===== src/rtl/mem_port_arbiter_pkg.sv =====
// Shared types and the round-robin pick function for the memory port arbiter.
package mem_arb_pkg;

  typedef enum logic {IDLE, RD_WAIT} arb_state_t;

  localparam int unsigned MAX_REQ = 32;

  // Scans from ptr+n-1 down to ptr so the nearest valid index to ptr is taken last.
  function automatic int unsigned rr_pick(input logic [MAX_REQ-1:0] valid,
                                          input int unsigned ptr,
                                          input int unsigned n);
    int unsigned idx;
    rr_pick = ptr;
    for (int unsigned i = n; i > 0; i--) begin
      idx = ptr + i - 1;
      if (idx >= n) idx = idx - n;
      if (valid[idx]) rr_pick = idx;
    end
  endfunction

endpackage


===== src/rtl/mem_port_arbiter_rr_arbiter.sv =====
// Combinational round-robin arbiter: one-hot grant starting the search at ptr.
module rr_arbiter
  import mem_arb_pkg::*;
#(
  parameter  int unsigned N  = 2,
  localparam int unsigned PW = (N > 1) ? $clog2(N) : 1
) (
  input  logic [N-1:0]  req,
  input  logic [PW-1:0] ptr,
  output logic [N-1:0]  gnt,
  output logic          any,
  output logic [PW-1:0] idx
);

  logic [MAX_REQ-1:0] w_req_ext;
  int unsigned        w_pick;

  always_comb begin
    w_req_ext        = '0;
    w_req_ext[N-1:0] = req;
    w_pick           = rr_pick(w_req_ext, 32'(ptr), N);
    idx              = PW'(w_pick);
    any              = |req;
    gnt              = '0;
    if (any) gnt[idx] = 1'b1;
  end

endmodule


===== src/rtl/mem_port_arbiter.sv =====
// Round-robin sharing of one memory port among NUM_REQ requesters; one read outstanding, posted writes.
module mem_port_arbiter
  import mem_arb_pkg::*;
#(
  parameter int unsigned NUM_REQ = 2,
  parameter int unsigned ADDR_W  = 64,
  parameter int unsigned DATA_W  = 64
) (
  input  logic                      clk,
  input  logic                      rst_n,
  input  logic [NUM_REQ-1:0]        req_valid,
  input  logic [NUM_REQ-1:0]        req_we,
  input  logic [NUM_REQ*ADDR_W-1:0] req_addr,
  input  logic [NUM_REQ*DATA_W-1:0] req_wdata,
  output logic [NUM_REQ-1:0]        req_ready,
  output logic [NUM_REQ-1:0]        rsp_valid,
  output logic [DATA_W-1:0]         rsp_data,
  output logic                      mem_ren,
  output logic [ADDR_W-1:0]         mem_raddr,
  input  logic                      mem_rvalid,
  input  logic [DATA_W-1:0]         mem_rdata,
  output logic                      mem_wen,
  output logic [ADDR_W-1:0]         mem_waddr,
  output logic [DATA_W-1:0]         mem_wdata
);

  localparam int unsigned PW = (NUM_REQ > 1) ? $clog2(NUM_REQ) : 1;

  arb_state_t          r_state, w_state_nxt;
  logic [PW-1:0]       r_rr_ptr, r_owner, w_idx, w_ptr_nxt;
  logic [NUM_REQ-1:0]  w_gnt;
  logic                w_any, w_accept, w_rd_done;

  logic                r_mem_ren, r_mem_wen;
  logic [ADDR_W-1:0]   r_mem_raddr, r_mem_waddr;
  logic [DATA_W-1:0]   r_mem_wdata, r_rsp_data;
  logic [NUM_REQ-1:0]  r_rsp_valid;

  rr_arbiter #(.N(NUM_REQ)) u_rr (
    .req (req_valid),
    .ptr (r_rr_ptr),
    .gnt (w_gnt),
    .any (w_any),
    .idx (w_idx)
  );

  always_comb begin
    w_state_nxt = r_state;
    w_accept    = 1'b0;
    w_rd_done   = 1'b0;
    w_ptr_nxt   = (w_idx == PW'(NUM_REQ - 1)) ? '0 : w_idx + 1'b1;
    case (r_state)
      IDLE: begin
        w_accept = w_any;
        if (w_any && !req_we[w_idx]) w_state_nxt = RD_WAIT;
      end
      RD_WAIT: begin
        w_rd_done = mem_rvalid;
        if (mem_rvalid) w_state_nxt = IDLE;
      end
      default: w_state_nxt = IDLE;
    endcase
  end

  always_ff @(posedge clk or negedge rst_n) begin
    if (!rst_n) r_state <= IDLE;
    else        r_state <= w_state_nxt;
  end

  always_ff @(posedge clk or negedge rst_n) begin
    if (!rst_n) begin
      r_rr_ptr    <= '0;
      r_owner     <= '0;
      r_mem_ren   <= 1'b0;
      r_mem_raddr <= '0;
      r_mem_wen   <= 1'b0;
      r_mem_waddr <= '0;
      r_mem_wdata <= '0;
      r_rsp_valid <= '0;
      r_rsp_data  <= '0;
    end else begin
      r_mem_wen   <= 1'b0;
      r_rsp_valid <= '0;
      if (w_accept) begin
        r_rr_ptr <= w_ptr_nxt;
        if (req_we[w_idx]) begin
          r_mem_wen   <= 1'b1;
          r_mem_waddr <= req_addr[w_idx*ADDR_W +: ADDR_W];
          r_mem_wdata <= req_wdata[w_idx*DATA_W +: DATA_W];
        end else begin
          r_mem_ren   <= 1'b1;
          r_mem_raddr <= req_addr[w_idx*ADDR_W +: ADDR_W];
          r_owner     <= w_idx;
        end
      end
      if (w_rd_done) begin
        r_mem_ren            <= 1'b0;
        r_rsp_valid[r_owner] <= 1'b1;
        r_rsp_data           <= mem_rdata;
      end
    end
  end

  // Grant is masked during reset so every output reads 0 while rst_n is low.
  assign req_ready = (rst_n && r_state == IDLE) ? w_gnt : '0;
  assign rsp_valid = r_rsp_valid;
  assign rsp_data  = r_rsp_data;
  assign mem_ren   = r_mem_ren;
  assign mem_raddr = r_mem_raddr;
  assign mem_wen   = r_mem_wen;
  assign mem_waddr = r_mem_waddr;
  assign mem_wdata = r_mem_wdata;

endmodule


===== config.mk =====
export PLATFORM = sky130hd
export DESIGN_NAME = mem_port_arbiter
export DESIGN_NICKNAME = d
export VERILOG_FILES = /design/src/rtl/mem_port_arbiter_pkg.sv /design/src/rtl/mem_port_arbiter_rr_arbiter.sv /design/src/rtl/mem_port_arbiter.sv
export SDC_FILE = /design/constraint.sdc
export NUM_CORES = 1
export LEC_CHECK = 0
export ABC_AREA = 1
export CAP_MARGIN = 20
export CORE_AREA = 2 2 231 233
export DETAILED_ROUTE_END_ITERATION = 12
export DIE_AREA = 0 0 233 235
export PLACE_DENSITY = 0.56
export SYNTH_ARGS = -nofsm -noshare
export SYNTH_HDL_FRONTEND = slang
export SYNTH_HIERARCHICAL = 1
export SYNTH_SLANG_ARGS = --single-unit

===== constraint.sdc =====
create_clock -name clk -period 1.9 [get_ports clk]
set_input_delay 0.475 -clock clk [delete_from_list [all_inputs] [get_ports clk]]
set_output_delay 0.475 -clock clk [all_outputs]
set_load 0.03 [all_outputs]

==> impl_metrics.ini <==
[timing]
clock_skew_ns = 0.0225
fmax_mhz = 497
maxSlewHeadroom_pct = 66.9
finalCriticalPeriod_ns = 2.01
holdWs_ns = 0.0574
fin_ws_ns = -0.110
fin_crit_sh_pct = 106
rsz0062_at_grt = yes
slew_viol_final = 0
worstMarginPinSlew_ns = 0.497
hold_viol_final = 0
setup_viol = 39

[final_layout]
area_growth_pct = 70.7
final_cell_area_um2 = 20000
drive_gt1_share_pct = 8.36
seqCellArea_um2 = 6580
instances_no_fill = 2878
layout_commonest_cell = nand2_1
design.final.nets = 2498
fillCellCount = 5414
multi_input_area_um2 = 4690
antenna_cells = 0
final_util_pct = 38.4
most-common-layout-cells = nand2_1 (1,026), clkdlybuf4s50_1 (323), dfrtp_1 (262)

[floorplan]
die_h_um = 235
ioPinCount = 589
initial_core_util_pct = 22.5
rows = 84
core-area_um2 = 52200
die_x_um = 233
dieArea_um2 = 54800

[route]
ant_nets = 0
firstDrtPassIters = 4
vias = 12300
drt_iter0_markers = 602
wl_um = 50500
wl_per_cell_um = 17.6
drc = 0
avgViaCountPerCell = 4.26

[placed_design]
portBuffers = 588
dp_cells = 2806
place_area_um2 = 18900
gp_congestion = 0.861
dpl_worst_slack_ns = -0.457
dp_hpwl_um = 36800

[setup_path]
r2r_cells = 12
critPathMaxFanout = 3
cp-end-kind = output port
r2r_start = r_rr_ptr
ff2ff_setup_slack_ns = -0.04
required_ns = 1.42
critical_path_class = reg -> out
r2r-end = mem_raddr[11]
critPathArrivalTime_ns = 1.54
cp-start-kind = flip-flop

[synth]
synthMuxAreaShare_pct = 0
postSynthAreaPerCell_um2 = 7.57
synth_xor_area_share_pct = 0
synth_fa_ha_area_share_pct = 0
synth_top_family_by_area = simple AND/OR/NAND/NOR gates
synthesis.area_um2 = 11700
syn_nets = 1877
synth-seq-area-share_pct = 56.1
yosys.area_share.simple_pct = 39.0
yosysUniqueCellTypes = 17
synth_compound_area_share_pct = 0.256
ys_ff_latch = 263
ys_warn_count = 6
synth_cells = 1550

[pwr]
power.leakage_nw = 10.8
power_density_nw_per_um2 = 1640
vdd_ir_drop_max_mv = 0.896

[clocking]
cts.clk_slew.worst_paths_ns = 0.06
cts_tree = done
clock_path_buffers = 3
cts_max_level = 1
cts_made_buffers = 31
clkLatencyLatePin_ns = 0.57
cts_sinks = 263
root_buffer = clkbuf_16

[grt]
grt_pass1_vias = 12100
grt_pass1_wl_um = 72200
grt-ovfl-total = 0
grt_usage_pct = 17.0
grt_max_degree = 79
antenna_found_initial = 0

[outcome]
status = finished, violations left
violations = setup timing

[flow_run]
drv_cap = 0

[worst_hold_path]
hold_path.class = in -> async
## through the flow
step                power [W]  setup TNS (ns)
detailed placement     0.0283          -90.78
floorplan              0.0192               0
finish                 0.0329          -0.824
CTS                    0.0327          -0.184
global placement       0.0282          -83.90
global route           0.0350           -7.91
## registers in the layout, indices dropped and copies added, names as in the netlist
signal,cells
mem_raddr,64
mem_waddr,64
mem_wdata,64
rsp_data,64
rsp_valid,2
mem_ren,1
mem_wen,1
r_owner,1
r_rr_ptr,1
r_state,1
## synthesized netlist by cell type
library cell,n,share of area (%)
and3_1,2,0.11
inv_1,9,0.29
nor2_1,3,0.096
nand2_2,1,0.053
clkbuf_1,10,0.32
nand3_1,129,5.5
nor2_2,1,0.053
buf_4,11,0.70
o21ai_0,2,0.085
inv_2,2,0.064
dfrtp_1,263,56
buf_1,5,0.16
a21oi_1,4,0.17
nand2_1,1034,33
nor2_4,1,0.096
buf_6,1,0.096
buf_2,72,3.1
## power breakdown
group	internal, W	switching [W]	total [W]
Sequential	0.00817	0.00140	0.00957
Combinational	0.00591	0.0115	0.0174
Clock	0.00355	0.00236	0.00591
Total	0.0176	0.0152	0.0329
## worst max-delay path by stage
stage,cells past startpoint,slack (ns),start,end
global route,12,-0.15,r_rr_ptr,mem_raddr[43]
finish,3,-0.11,r_rr_ptr,req_ready[0]
global placement,10,-0.44,req_valid[1],mem_waddr[28]
floorplan,10,0.36,req_valid[1],mem_raddr[0]
detailed placement,10,-0.46,req_valid[1],mem_waddr[28]
CTS,3,-0.12,r_rr_ptr,req_ready[0]
## critical path, cell delays in order, from the launching register on
cell and delay, ns:
dfrtp_2 0.44, a21oi_2 0.16, and3_4 0.23, buf_6 0.13
## area by class of cell
class                      instances  area share [%]
tap                              688            4.30
timing repair buffer             687            34.2
clock buffer                      48            4.59
clock inverter                     4           0.381
multi-input combinational       1177            23.4
inverter                          11           0.219
sequential                       263            32.9
## routing by layer
| metal | vias up | wire length [um] | GRT usage [%] | share of wire, % |
|---|---|---|---|---|
| met3 | 61 | 4390 | 4.82 | 8.7 |
| li1 | 5986 | - | - | - |
| met4 | 0 | 1120 | 4.79 | 2.2 |
| met2 | 479 | 24600 | 30.3 | 49 |
| met1 | 5735 | 20400 | 19.8 | 40 |
| met5 | - | 0 | 0 | 0 |
## logic make-up after synthesis
group                  Yosys count
AOI/OAI and AO/OA                6
DFF                            263
buffers and inverters          110
and+or+nand+nor               1171
## what timing repair did
action	4_1_cts	5_1_grt
hold endpoints to repair	42	0
setup buffers	2	9
endpoints found under the setup margin	256	206
hold buffers	1	0
pin swaps	1	3
gates resized for setup	278	54
gates cloned	0	8
Power figures use the tool's default switching activity.
